<file path="src/rtl/dm_arbiter.sv">
// Shares one synchronous data-memory port between master 0 (CPU) and master 1 (DMA/loader), round-robin with bounded tenure.
// Latency: grant is combinational (0 cycles); read data and rvalid return 1 cycle after the accepted read.
// Backpressure: a requester without gnt holds req; under contention an owner keeps at most BURST_MAX consecutive beats.
module dm_arbiter #(
    parameter int ADDR_W    = 32,
    parameter int DATA_W    = 32,
    parameter int BURST_MAX = 4
) (
    input  logic              clk,
    input  logic              rst,
    input  logic              m0_req,
    input  logic              m0_write,
    input  logic [ADDR_W-1:0] m0_addr,
    input  logic [DATA_W-1:0] m0_wdata,
    output logic              m0_gnt,
    output logic              m0_rvalid,
    output logic [DATA_W-1:0] m0_rdata,
    input  logic              m1_req,
    input  logic              m1_write,
    input  logic [ADDR_W-1:0] m1_addr,
    input  logic [DATA_W-1:0] m1_wdata,
    output logic              m1_gnt,
    output logic              m1_rvalid,
    output logic [DATA_W-1:0] m1_rdata,
    output logic              DM_enable,
    output logic              DM_write,
    output logic [ADDR_W-1:0] DM_address,
    output logic [DATA_W-1:0] DM_in,
    input  logic [DATA_W-1:0] DM_out
);

    localparam int CNT_W = $clog2(BURST_MAX + 1);
    localparam logic [CNT_W-1:0] CNT_MAX = CNT_W'(BURST_MAX);

    typedef enum logic [1:0] {
        IDLE = 2'd0,
        OWN0 = 2'd1,
        OWN1 = 2'd2
    } state_t;

    state_t           state, state_nxt;
    logic [CNT_W-1:0] cnt, cnt_nxt;
    logic             last, last_nxt;
    logic             rpend, rpend_nxt;
    logic             rsel, rsel_nxt;

    logic             win_vld;
    logic             win_sel;
    logic             win_write;
    logic             cnt_full;
    state_t           win_state;

    // Winner selection: round-robin from IDLE, tenure-limited while owning.
    always_comb begin
        win_vld  = 1'b0;
        win_sel  = 1'b0;
        cnt_full = (cnt == CNT_MAX);
        case (state)
            IDLE: begin
                if (m0_req && m1_req) begin
                    win_vld = 1'b1;
                    win_sel = ~last;
                end else if (m0_req) begin
                    win_vld = 1'b1;
                    win_sel = 1'b0;
                end else if (m1_req) begin
                    win_vld = 1'b1;
                    win_sel = 1'b1;
                end
            end
            OWN0: begin
                if (m0_req && !(cnt_full && m1_req)) begin
                    win_vld = 1'b1;
                    win_sel = 1'b0;
                end else if (m1_req) begin
                    win_vld = 1'b1;
                    win_sel = 1'b1;
                end
            end
            OWN1: begin
                if (m1_req && !(cnt_full && m0_req)) begin
                    win_vld = 1'b1;
                    win_sel = 1'b1;
                end else if (m0_req) begin
                    win_vld = 1'b1;
                    win_sel = 1'b0;
                end
            end
            default: begin
                win_vld = 1'b0;
                win_sel = 1'b0;
            end
        endcase
    end

    // Next-state: ownership, tenure count, last winner and read-return tracking.
    always_comb begin
        state_nxt = state;
        cnt_nxt   = cnt;
        last_nxt  = last;
        rpend_nxt = 1'b0;
        rsel_nxt  = rsel;
        win_write = win_sel ? m1_write : m0_write;
        win_state = win_sel ? OWN1 : OWN0;
        if (win_vld) begin
            state_nxt = win_state;
            last_nxt  = win_sel;
            if (state == win_state) begin
                cnt_nxt = cnt_full ? cnt : cnt + CNT_W'(1);
            end else begin
                cnt_nxt = CNT_W'(1);
            end
            if (!win_write) begin
                rpend_nxt = 1'b1;
                rsel_nxt  = win_sel;
            end
        end else begin
            state_nxt = IDLE;
            cnt_nxt   = '0;
        end
    end

    // Outputs: memory mux from the winner; grants and rvalid forced low during reset.
    always_comb begin
        m0_gnt     = !rst && win_vld && !win_sel;
        m1_gnt     = !rst && win_vld &&  win_sel;
        DM_enable  = !rst && win_vld;
        DM_write   = !rst && win_vld && win_write;
        DM_address = win_sel ? m1_addr  : m0_addr;
        DM_in      = win_sel ? m1_wdata : m0_wdata;
        m0_rvalid  = !rst && rpend && !rsel;
        m1_rvalid  = !rst && rpend &&  rsel;
        m0_rdata   = DM_out;
        m1_rdata   = DM_out;
    end

    // State registers; last resets to 1 so master 0 wins the first contested IDLE.
    always_ff @(posedge clk) begin
        if (rst) begin
            state <= IDLE;
            cnt   <= '0;
            last  <= 1'b1;
            rpend <= 1'b0;
            rsel  <= 1'b0;
        end else begin
            state <= state_nxt;
            cnt   <= cnt_nxt;
            last  <= last_nxt;
            rpend <= rpend_nxt;
            rsel  <= rsel_nxt;
        end
    end

endmodule

</file>
<file path="config.mk">
export PLATFORM = sky130hd
export DESIGN_NAME = dm_arbiter
export DESIGN_NICKNAME = d
export VERILOG_FILES = /design/src/rtl/dm_arbiter.sv
export SDC_FILE = /design/constraint.sdc
export NUM_CORES = 1
export LEC_CHECK = 0
export ABC_AREA = 1
export CAP_MARGIN = 20
export CORE_AREA = 2 2 116 118
export CTS_BUF_LIST = sky130_fd_sc_hd__clkbuf_4
export DETAILED_ROUTE_END_ITERATION = 16
export DIE_AREA = 0 0 118 120
export DONT_BUFFER_PORTS = 1
export PLACE_DENSITY = 0.3
export SKIP_LAST_GASP = 1
export SYNTH_ARGS = -nofsm -noshare
export SYNTH_HDL_FRONTEND = slang
export SYNTH_SLANG_ARGS = --single-unit
</file>
<file path="constraint.sdc">
create_clock -name clk -period 4.45 [get_ports clk]
set_clock_uncertainty 0.05 [all_clocks]
set_input_delay 0.89 -clock clk [delete_from_list [all_inputs] [get_ports clk]]
set_output_delay 0.89 -clock clk [all_outputs]
set_load 0.1 [all_outputs]
</file>
==> flow_summary.yaml <==
grt:
  grt_first_pass_wirelength_um: 9377
  grt_pass1_vias: 1913
  antenna_violations_before_repair: 0
  maximum_number_of_pins_on_one_net_before_global_route_repair: 68
  global_route.usage.total_pct: 8.083
  grt.overflow.total: 0
routing:
  wl_per_cell_um: 12.24
  initialDrtViolationCount: 66
  average_via_count_per_standard_cell: 3.745
  overall_via_count_from_detail_route: 1910
  routed_wl_um: 6243
  drc: 0
  drtAntennaViolNets: 0
  drt_first_pass_iters: 4
synth:
  synthCells: 337
  synth_top_area_share_pct: 43.91
  top_post_synthesis_cells_by_area: "sky130_fd_sc_hd__nand2_1 44%, sky130_fd_sc_hd__buf_4 29%, sky130_fd_sc_hd__dfxtp_1 9.2%"
  synthDominantAreaCellType: "sky130_fd_sc_hd__nand2_1"
  ys_ff_latch: 8
  ys.warnings.count: 0
  synth-xor-area-share_pct: 0.5047
  yosys-mux-area-fraction_pct: 0
  synth_simple_gate_area_share_pct: 50.47
  synth_top_family_by_area: "simple AND/OR/NAND/NOR gates"
  share_of_the_synthesized_area_in_compound_gates_ao_oa_aoi_oai_pct: 2.019
  synth_fp_nets: 505
  synth_area_sq_um: 1735
  syn-mean-instance-area_sq_um: 5.150
  synth-seq-area-share_pct: 9.229
  post_synth_fa_ha_maj_area_fraction_pct: 1.442
  ys_types: 17
sta:
  layout_min_cycle_time_ns: 3.389
  post-route-period-util_pct: 76.16
  final_hold_viol_count: 0
  drv_slew: 0
  fmax_mhz: 295.0
  worst_margin_pin_slew_ns: 0.6722
  slew_headroom_pct: 55.19
  finalSetupViolations: 0
  grt_setup_unrepaired: "false"
  setup_tns_ns: 0
clocking:
  cts_max_path_buffers: 2
  clk_latency_ns: 0.24
  cts_resized: 0
  count_of_hold_buffers_inserted_by_post_cts_repair: 0
  cts-root-buf: "sky130_fd_sc_hd__clkbuf_4"
  num_cts_buffers: 3
  cts_tree: "built"
  cts_setup_buffers: 0
  htree_levels: 1
  clock_sink_count: 8
  clk_transition_reported_paths_ns: 0.05
setup_path:
  endpoint_kind: "primary output"
  critical_path.cell_chain: "inv_1 -> ha_1 -> nand3_1 -> nand2_1 -> nand2_1 -> nand2_2 -> nand2_2 -> buf_4 -> nand2_1 -> a21oi_2 -> buf_4"
  max_stage_delay_ns: 0.55
  timing_worst_setup_path_type: "reg -> out"
  critPathLaunchType: "flop"
  crit_path_start: "cnt[0]"
  crit_path_max_fanout: 67
  worst_path_most_repeated_cell: "sky130_fd_sc_hd__nand2_1"
  reg2reg_from: "cnt[0]"
  worst_ep_required_time_ns: 3.51
  slowest_stage: "sky130_fd_sc_hd__buf_4"
  cp.arrival_ns: 2.45
pwr:
  static-leakage-power_uw: 0.001448
  power.switching_uw: 929.4
  share_comb_of_total_power_pct: 90.6
  pwr-share-clk_pct: 3.6
  cell_internal_pwr_uw: 506.9
  sw_frac_of_total_pct: 64.71
  vdd.ir_drop.worst_uv: 174.6
  areal_power_density_over_the_cells_nw_per_um2: 508.9
  power.share.sequential_pct: 5.7
min_path:
  classification_of_the_worst_slack_hold_path: "reg -> reg"
  worst_hold_startpoint: "rsel"
final_layout:
  fill_cells: 1458
  area_delta_synth_final_pct: 62.65
  final_cell_area_sq_um: 2823
  antenna_cells: 0
  drive_above_1_share_pct: 26.35
  finalNetCount: 504
floorplanning:
  die_area_sq_um: 14160
  fp-row-count: 42
  fp.coreArea_sq_um: 12980
  start_util_pct: 13.37
  floorplan.io_pins: 300
  fp.dieH_um: 120
  die-width_um: 118
placement:
  io_buffers: 0
  gp_routability_congestion: 0.7319
  detailed_place_hpwl_um: 5378
  detailed_place.area_sq_um: 2800
status:
  run_status: "complete, no violations"
run:
  cap_viol_max_count: 0
==> per-stage QoR <==
stage	util (%)	instances	worst slack, ns	power [uW]	hold slack, ns
after floorplan	-	337	0.2881	1207	0.3926
after global placement	21.57	507	1.082	1390	0.4417
after detailed placement	21.57	507	1.049	1396	0.4535
after CTS	21.75	510	1.006	1452	0.4626
after global routing	21.75	510	0.7895	1488	0.4900
final	21.75	510	1.061	1436	0.4613
==> cell usage in the layout (no fill, tap or decap) <==
cell type / count
sky130_fd_sc_hd__a21oi_1: 4
sky130_fd_sc_hd__a21oi_2: 1
sky130_fd_sc_hd__buf_12: 66
sky130_fd_sc_hd__buf_4: 4
sky130_fd_sc_hd__clkbuf_16: 2
sky130_fd_sc_hd__clkbuf_4: 3
sky130_fd_sc_hd__dfxtp_1: 8
sky130_fd_sc_hd__ha_1: 2
sky130_fd_sc_hd__inv_1: 11
sky130_fd_sc_hd__inv_2: 3
sky130_fd_sc_hd__nand2_1: 203
sky130_fd_sc_hd__nand2_2: 4
sky130_fd_sc_hd__nand3_1: 5
sky130_fd_sc_hd__nand4_1: 2
sky130_fd_sc_hd__nor2_1: 8
sky130_fd_sc_hd__nor2_2: 3
sky130_fd_sc_hd__nor3_2: 2
sky130_fd_sc_hd__o21ai_0: 2
sky130_fd_sc_hd__xor2_1: 1
==> power by group through the flow <==
stage,logic [uW],registers (uW),clock network (uW)
after global placement,1310,83.5,0
after global routing,1350,83.4,59.1
after floorplan,1130,82.3,0
after CTS,1310,82.4,56.2
after detailed placement,1310,83.9,0
final,1300,82.5,52.3
==> critical path, delay by kind of cell (launching register included) <==
| kind | cells | cell delay, ns |
|---|---|---|
| buffers and inverters | 3 | 0.91 |
| and+or+nand+nor | 6 | 0.54 |
| AOI/OAI and AO/OA | 1 | 0.15 |
| DFF | 1 | 0.37 |
| adders and majority gates | 1 | 0.22 |
==> worst paths after layout <==
check	endpoint	slack, ns	cells after the start
max	DM_write	1.06	11
min reg2reg	rsel	0.46	2
max reg2reg	rsel	2.32	11
min	rsel	0.46	2
==> cells in the mapped netlist <==
library cell,number
sky130_fd_sc_hd__a21oi_1,5
sky130_fd_sc_hd__buf_2,6
sky130_fd_sc_hd__nor3_1,2
sky130_fd_sc_hd__xor2_1,1
sky130_fd_sc_hd__clkbuf_1,1
sky130_fd_sc_hd__inv_2,3
sky130_fd_sc_hd__nand2_2,4
sky130_fd_sc_hd__nand3_1,5
sky130_fd_sc_hd__inv_1,11
sky130_fd_sc_hd__ha_1,2
sky130_fd_sc_hd__buf_4,68
sky130_fd_sc_hd__dfxtp_1,8
sky130_fd_sc_hd__nand2_1,203
sky130_fd_sc_hd__nor2_1,11
sky130_fd_sc_hd__o21ai_0,2
sky130_fd_sc_hd__buf_6,3
sky130_fd_sc_hd__nand4_1,2
==> state kept, by name (all words and copies together) (netlist names) <==
name,count
cnt,3
state,2
last,1
rpend,1
rsel,1
==> area by class of cell <==
cell class	instances	area [sq um]	area share (%)
timing repair buffer	72	1401	49.65
sequential	8	160.2	5.674
multi-input combinational	237	965.9	34.22
clock buffer	3	22.52	0.7979
tap	176	220.2	7.801
inverter	14	52.55	1.862
==> layer usage <==
layer | part of all wire [%] | routed length [um] | vias up | global-route usage (%)
li1 | - | - | 935 | -
met1 | 35 | 2170 | 807 | 8.307
met2 | 51 | 3159 | 151 | 14.93
met3 | 13 | 787 | 17 | 3.375
met4 | 2.0 | 127 | 0 | 2.410
met5 | 0 | 0 | - | 0
==> logic make-up after synthesis <==
kind of cell,count (synthesis)
xor+xnor,1
buf+inv,92
fa+ha+maj,2
compound gates,7
flops,8
simple gates,227
Power figures use the tool's default switching activity.
